### src/rtl/slc3_pkg.sv
// Shared LC-3 datapath constants and types for the branch path.
// Opcode, condition-code bit positions and resolver state encoding.
package slc3_pkg;

  localparam logic [3:0] OP_BR = 4'b0000;

  localparam int CC_N = 2;
  localparam int CC_Z = 1;
  localparam int CC_P = 0;

  typedef enum logic [1:0] {
    S_IDLE,
    S_WAIT_CC,
    S_RESOLVE,
    S_RESP
  } res_state_e;

  function automatic logic cc_onehot(input logic [2:0] c);
    return (c == 3'b100) || (c == 3'b010) || (c == 3'b001);
  endfunction

endpackage

### src/rtl/branch_adder.sv
// Branch target adder: pc plus sign-extended 9-bit offset.
// Wraps modulo 2^W.
module branch_adder #(
  parameter int W = 16
) (
  input  logic [W-1:0] pc,
  input  logic [8:0]   off,
  output logic [W-1:0] sum
);

  assign sum = pc + {{(W-9){off[8]}}, off};

endmodule

### src/rtl/branch_resolver.sv
// LC-3 BR resolver: waits for CC to settle, computes BEN and target,
// and presents them to the PC-select logic over valid/ready.
module branch_resolver
  import slc3_pkg::*;
#(
  parameter int W         = 16,
  parameter int CC_SETTLE = 1
) (
  input  logic         clk,
  input  logic         reset,
  input  logic [W-1:0] ir,
  input  logic         ir_valid,
  output logic         ready,
  input  logic [W-1:0] pc,
  input  logic [2:0]   cc,
  input  logic         cc_ld,
  output logic         br_valid,
  input  logic         br_ready,
  output logic         br_taken,
  output logic [W-1:0] br_target,
  output logic         ben,
  output logic         cc_err
);

  localparam int CW = $clog2(CC_SETTLE + 2);

  res_state_e   state_q;
  logic [CW-1:0] cnt_q, cnt_d;
  logic [2:0]   mask_q;
  logic [8:0]   off_q;
  logic [W-1:0] pc_q;
  logic [3:0]   op_q;
  logic         taken_q, ben_q, err_q;
  logic [W-1:0] target_q;
  logic [W-1:0] sum;
  logic         hit;

  branch_adder #(.W(W)) u_add (
    .pc (pc_q),
    .off(off_q),
    .sum(sum)
  );

  // Settle counter runs in every state so a CC write is never missed.
  always_comb begin
    cnt_d = cnt_q;
    if (cc_ld) begin
      cnt_d = CW'(CC_SETTLE);
    end else if (cnt_q != '0) begin
      cnt_d = cnt_q - 1'b1;
    end
  end

  assign hit = (op_q == OP_BR) &&
               ((mask_q[CC_N] & cc[CC_N]) |
                (mask_q[CC_Z] & cc[CC_Z]) |
                (mask_q[CC_P] & cc[CC_P]));

  always_ff @(posedge clk or negedge reset) begin
    if (!reset) begin
      state_q  <= S_IDLE;
      cnt_q    <= '0;
      mask_q   <= '0;
      off_q    <= '0;
      pc_q     <= '0;
      op_q     <= '0;
      taken_q  <= 1'b0;
      ben_q    <= 1'b0;
      err_q    <= 1'b0;
      target_q <= '0;
    end else begin
      cnt_q <= cnt_d;
      unique case (state_q)
        S_IDLE: begin
          if (ir_valid) begin
            mask_q  <= ir[11:9];
            off_q   <= ir[8:0];
            pc_q    <= pc;
            op_q    <= ir[15:12];
            state_q <= (cc_ld || cnt_q != '0) ? S_WAIT_CC : S_RESOLVE;
          end
        end
        S_WAIT_CC: begin
          if (cnt_q == '0 && !cc_ld) state_q <= S_RESOLVE;
        end
        S_RESOLVE: begin
          taken_q  <= hit;
          ben_q    <= hit;
          target_q <= sum;
          err_q    <= !cc_onehot(cc);
          state_q  <= S_RESP;
        end
        S_RESP: begin
          if (br_ready) state_q <= S_IDLE;
        end
        default: state_q <= S_IDLE;
      endcase
    end
  end

  assign ready     = (state_q == S_IDLE);
  assign br_valid  = (state_q == S_RESP);
  assign br_taken  = taken_q;
  assign br_target = target_q;
  assign ben       = ben_q;
  assign cc_err    = err_q;

endmodule
### config.mk
export PLATFORM = sky130hd
export DESIGN_NAME = branch_resolver
export DESIGN_NICKNAME = d
export VERILOG_FILES = /design/src/rtl/slc3_pkg.sv /design/src/rtl/branch_adder.sv /design/src/rtl/branch_resolver.sv
export SDC_FILE = /design/constraint.sdc
export NUM_CORES = 1
export LEC_CHECK = 0
export ABC_AREA = 1
export CAP_MARGIN = 20
export CORE_MARGIN = 4
export CORE_UTILIZATION = 45
export DETAILED_ROUTE_END_ITERATION = 10
export PLACE_DENSITY_LB_ADDON = 0.15
export SLEW_MARGIN = 15
export SYNTH_ARGS = -nofsm -noshare
export SYNTH_HDL_FRONTEND = slang
export SYNTH_HIERARCHICAL = 1
export SYNTH_SLANG_ARGS = --single-unit
### constraint.sdc
create_clock -name clk -period 2.7 [get_ports clk]
set_clock_uncertainty 0.05 [all_clocks]
set_input_delay 0.27 -clock clk [delete_from_list [all_inputs] [get_ports clk]]
set_output_delay 0.27 -clock clk [all_outputs]
set_load 0.01 [all_outputs]
* Yosys cells after proc, flatten, opt, wreduce, memory -nomap -nowiden
Index checks and enable logic that the tools add are counted.
Operators by class: $add $sub $neg 2, eq/ne operators 9, mux-type cells 7, bitwise gates (word level) 5, reduce and logical (&&, ||, !) cells 14
Operators by type and width (number):
- $add A16 B16 Y16 | 1
- $mux W2 | 6
- $pmux W2 S4 | 1
- $eq A2 B2 Y1 const B | 2
- $logic_not A2 Y1 | 2
- $logic_not A4 Y1 | 1
- $ne A2 B2 Y1 const B | 2
- $reduce_bool A2 Y1 | 2
- $and A1 B1 Y1 | 3
- $eq A3 B1 Y1 const B | 1
- $eq A3 B2 Y1 const B | 1
- $eq A3 B3 Y1 const B | 1
- $logic_or A1 B1 Y1 | 3
- $reduce_and A3 Y1 | 1
- $eq A2 B1 Y1 const B | 1
- $logic_and A1 B1 Y1 | 2
- $logic_not A1 Y1 | 2
- $ne A2 B1 Y1 const B | 1
- $or A1 B1 Y1 | 2
- $reduce_and A2 Y1 | 1
- $sub A2 B1 Y2 const B | 1
Word-level totals: flip-flop bits (word level) 54, input port bits 40, output and inout port bits 21, logic and storage cells 46

* Logic depth before layout (Yosys ltp)
word-level depth 5, gate-level depth with buffers 12, gate-level depth less buffers 12

* Hierarchy
Netlist, hierarchy kept.
By module, submodules not included:
- branch_resolver | instances 1, cells an instance 270, area an instance 2362.3 um^2, seq. area each 1351.3 um^2
- branch_adder | instances 1, cells an instance 176, area an instance 930.9 um^2, seq. area each 0.0 um^2

* Least setup slack after synthesis
No wires, ideal clock.
kind register to register, start reg pc_q[0], end reg target_q[8] (netlist: br_target[8]), setup time 117 ps, arrival time 1558 ps, data required time 2533 ps, path slack 976 ps, cell stages (with the launch flop) 11, path buffers 0, period minus slack after synthesis 1724 ps, cell sequence dfrtp_1 -> ha_1 -> fa_1 -> nand2_1 -> nand2_1 -> and2_4 -> nand2_1 -> nand2_1 -> xor2_1 -> nand2_1 -> nand2_1
Between the ends: cells in the longest elaborated chain, start to end 1
RTL lines:
- from (decl) | RTL line branch_resolver.sv:31 | logic [W-1:0] pc_q;
- from (signal assigned) | RTL line branch_resolver.sv:78 | pc_q <= pc;
- $add A16 B16 Y16 | RTL line branch_adder.sv:11 | assign sum = pc + {{(W-9){off[8]}}, off};
- named net sum[8] | RTL line branch_resolver.sv:35 | logic [W-1:0] sum;
- to (signal assigned) | RTL line branch_resolver.sv:89 | target_q <= sum;
- to (decl) | RTL line branch_resolver.sv:34 | logic [W-1:0] target_q;
The timed path passes the listed nets, and every way through them passes these cells. A chain may end at the register's enable or synchronous reset.

* Final worst setup path
start reg state_q[0], end out ready
Between the ends: cells in the longest elaborated chain, start to end 1
RTL lines:
- from (decl) | RTL line branch_resolver.sv:27 | res_state_e state_q;
- from (signal assigned) | RTL line branch_resolver.sv:80 | state_q <= (cc_ld || cnt_q != '0) ? S_WAIT_CC : S_RESOLVE;
- $logic_not A2 Y1 | RTL line branch_resolver.sv:101 | assign ready = (state_q == S_IDLE);
- to (decl) | RTL line branch_resolver.sv:13 | output logic ready,
Every way passes these cells.

==> Flow_metrics.wiki <==
{| class="wikitable"
! Metric !! Value
|-
| Sequential-to-total area share from yosys stat || about two fifths
|-
| Number of remaining DRC errors || 0
|-
| Fin nets || about 570
|-
| Category of the most critical setup path || flip-flop to primary output
|-
| Launch point of the worst reg-to-reg path || off_q[8]
|-
| Commonest non-fill, non-tap cells in the layout || 207 x sky130_fd_sc_hd__nand2_1, 59 x sky130_fd_sc_hd__clkdlybuf4s50_1, 54 x sky130_fd_sc_hd__dfrtp_1, 49 x sky130_fd_sc_hd__nand3_1, 43 x sky130_fd_sc_hd__inv_1
|-
| Number of CTS-inserted buffers || 5
|-
| DIE AREA || approximately 9000 sq um
|-
| Clock tree from TritonCTS || done
|-
| Pwr per Cell Area || roughly 1200 nW/um^2
|-
| Starting DRT DRC Count || 146
|-
| Rel. slew slack || between 70% and 80%
|-
| Final TNS setup || 0 ns
|-
| Die height || approximately 94 microns
|-
| Commonest non-fill, non-tap cell in the layout || sky130_fd_sc_hd__nand2_1
|-
| Setup violators final || 0
|-
| Number of max-slew violations in the final report || 0
|-
| Sum of routed wire length over all layers || 6930 microns
|-
| Required time reported for the critical path endpoint || between 2 and 2.5 ns
|-
| First-pass GRT wire length || ~12000 microns
|-
| Horizontal die dimension || ~94 microns
|-
| Initial DRT Pass Iterations || 6
|-
| Distinct cell type count after synthesis || 24
|-
| Post-detailed-route via-to-cell ratio || between 4 and 5
|-
| Clock slew at the register clock pins of the worst setup and hold paths || about 0.1 ns
|-
| Final setup margin || 0.8138 ns
|-
| Grt total ovfl || 0
|-
| Buffer type at the clock tree root || sky130_fd_sc_hd__clkbuf_8
|-
| Number of antenna diodes || 0
|-
| Fraction of the cycle the final worst path needs || ~70%
|-
| Number of violations of the max-capacitance limit || 0
|-
| Area of the core || a little under 7000 sq um
|-
| Setup repair after global routing missed its margin || no
|-
| Data arrival at the endpoint of the critical path || 1.57 ns
|-
| Shortest period the worst path allows || 1.886 ns
|-
| CTS Sinks || 54
|-
| Reg-to-reg slack, setup || about 0.84 ns
|-
| Number of gates given a new drive strength after cts || 0
|-
| Reg2reg path depth || 11
|-
| Ratio of cells with drive above 1 in the final layout || about 6.7%
|-
| Pre-CTS setup slack || around 0.85 ns
|-
| Effective utilization at floorplan || a little under half
|-
| Initial antenna violation count || 0
|-
| Critical register-to-register path endpoint || br_target[13]
|-
| Crit path launch type || flip-flop
|-
| Final antenna-violating net count || 0
|-
| Total net switching power || ~2.1 mW
|-
| Flop pwr share || 30.5%
|-
| Number of I/O port buffers || 60
|-
| Final Power || about 4.7 mW
|-
| Clock group share of total power || 10.3%
|-
| Wirelength per Cell || ~12 microns
|-
| IO Pins || 61
|-
| Number of register bits inferred by synthesis || 54
|-
| Routability cong. || roughly 0.86
|-
| Syn. warnings || 6
|-
| Post-synthesis instance total || 446
|-
| Via count of the first global-routing pass || between 2k and 3k
|-
| Setup crit end || ready
|-
| Worst voltage drop across the vdd grid || 838.2 uV
|-
| Switching part of the total power || between 40% and 50%
|-
| Insertion delay to the later sink of the worst-skew pair || 0.31 ns
|-
| Maximum level of the CTS H-tree || 2
|-
| Mapped Avg Cell Area || 7.384 sq um
|-
| Placed wire-length estimate || between 5000 and 6000 microns
|-
| Worst setup EP type || primary output
|-
| Comb power frac || 59.3%
|-
| Peak Freq || around 0.53 GHz
|-
| Max clock buf depth || 2
|-
| Classification of the worst-slack hold path || input pin to asynchronous set/reset pin
|-
| Measured slew at the worst slew-check pin || roughly 0.44 ns
|-
| Design internal power || between 2 and 3 mW
|-
| Growth of design area from synthesis to finish || 21.85%
|-
| DR vias || 2804
|-
| Synth Net Count || ~500
|-
| Leakage Power || about 2.2 nW
|-
| Num rows || 30
|-
| Post-Synthesis Cell Area || about 3300 sq um
|-
| Result of the run || completed
|-
| Critical path fanouts, max || 4
|-
| Global-route usage over all layers || ~17%
|-
| Largest net degree at the start of global routing || 38
|-
| Launching element of the worst setup path || state_q[0]
|-
| Final hold viol count || 0
|}
## per-stage QoR
stage / utilization [%] / instances / hold WS [ns] / instance area (sq um)
finish: 57.78 / 601 / 0.4251 / 4013
detailed placement: 56.27 / 592 / 0.2313 / 3908
floorplan: - / 446 / -0.07559 / 3293
global route: 57.78 / 601 / 0.4481 / 4013
global placement: 56.27 / 592 / 0.2298 / 3908
CTS: 57.78 / 601 / 0.4283 / 4013
## worst max-delay path, stage by stage, from the launching register on
cell                              delay (ns)
sky130_fd_sc_hd__dfrtp_1                0.44
sky130_fd_sc_hd__inv_1                  0.11
sky130_fd_sc_hd__ha_1                   0.18
sky130_fd_sc_hd__clkdlybuf4s50_1        0.54
## flip-flops by register name, summed over array words and instances (netlist names)
register,cells
ben,1
br_target,16
cc_err,1
cnt_q,2
mask_q,3
off_q,9
op_q,4
pc_q,16
state_q,2
## cells in the mapped netlist
cell type / number / area, sq um
sky130_fd_sc_hd__a21oi_1: 7 / 35.03
sky130_fd_sc_hd__a21oi_2: 1 / 8.760
sky130_fd_sc_hd__and2_4: 1 / 8.760
sky130_fd_sc_hd__buf_4: 8 / 60.06
sky130_fd_sc_hd__buf_6: 7 / 78.83
sky130_fd_sc_hd__dfrtp_1: 54 / 1351
sky130_fd_sc_hd__fa_1: 1 / 20.02
sky130_fd_sc_hd__ha_1: 20 / 250.2
sky130_fd_sc_hd__inv_1: 43 / 161.4
sky130_fd_sc_hd__inv_2: 4 / 15.01
sky130_fd_sc_hd__inv_4: 1 / 6.260
sky130_fd_sc_hd__nand2_1: 207 / 777.0
sky130_fd_sc_hd__nand2_2: 10 / 62.56
sky130_fd_sc_hd__nand2_4: 1 / 11.26
sky130_fd_sc_hd__nand3_1: 49 / 245.2
sky130_fd_sc_hd__nand3b_1: 3 / 22.52
sky130_fd_sc_hd__nand4_1: 1 / 6.260
sky130_fd_sc_hd__nor2_1: 12 / 45.04
sky130_fd_sc_hd__nor3_1: 1 / 5.000
sky130_fd_sc_hd__nor3_2: 3 / 30.03
sky130_fd_sc_hd__o21ai_0: 2 / 10.01
sky130_fd_sc_hd__or2_1: 2 / 12.51
sky130_fd_sc_hd__xnor2_1: 2 / 17.52
sky130_fd_sc_hd__xor2_1: 6 / 52.55
## power by group through the flow
stage	sequential (mW)	clock [mW]	combinational, mW
after floorplan	1.45	0	2.05
after global placement	1.44	0	2.74
after detailed placement	1.45	0	2.78
after CTS	1.43	0.498	2.79
after global routing	1.49	0.540	3.18
final	1.43	0.481	2.78
## final cells by class
cell class	count	area [sq um]
Clock buffer	7	86.33
Clock inverter	1	8.758
Fill cell	668	2932
Inverter	48	182.7
Multi-Input combinational cell	329	1620
Sequential cell	54	1351
Tap cell	96	120.1
Timing Repair Buffer	66	643.1
## cells by family after synthesis
kind of cell,count (synthesis),share of synthesized area (%)
flops,54,41.03
compound gates,10,1.634
buf+inv,63,9.764
simple gates,290,37.23
fa+ha+maj,21,8.207
xor+xnor,8,2.128
## routing by layer
metal  GRT usage, %  part of all wire, %
met5              0                    0
met4          3.971                 0.56
met3          3.298                  5.1
met2          28.95                   48
met1          21.69                   46
## timing repair
| item | in CTS | in global routing |
|---|---|---|
| setup buffers | 0 | 0 |
| hold buffers | 1 | 0 |
| hold endpoints to repair | 54 | 0 |
## worst min-delay path by stage
stage               start             to  slack, ns  cells past startpoint
floorplan           reset            ben      -0.08                      0
global placement    reset  br_target[15]       0.23                      2
detailed placement  reset  br_target[15]       0.23                      2
CTS                 reset  br_target[15]       0.43                      3
global route        reset        pc_q[6]       0.45                      3
finish              reset  br_target[15]       0.43                      3
Power figures use the tool's default switching activity.
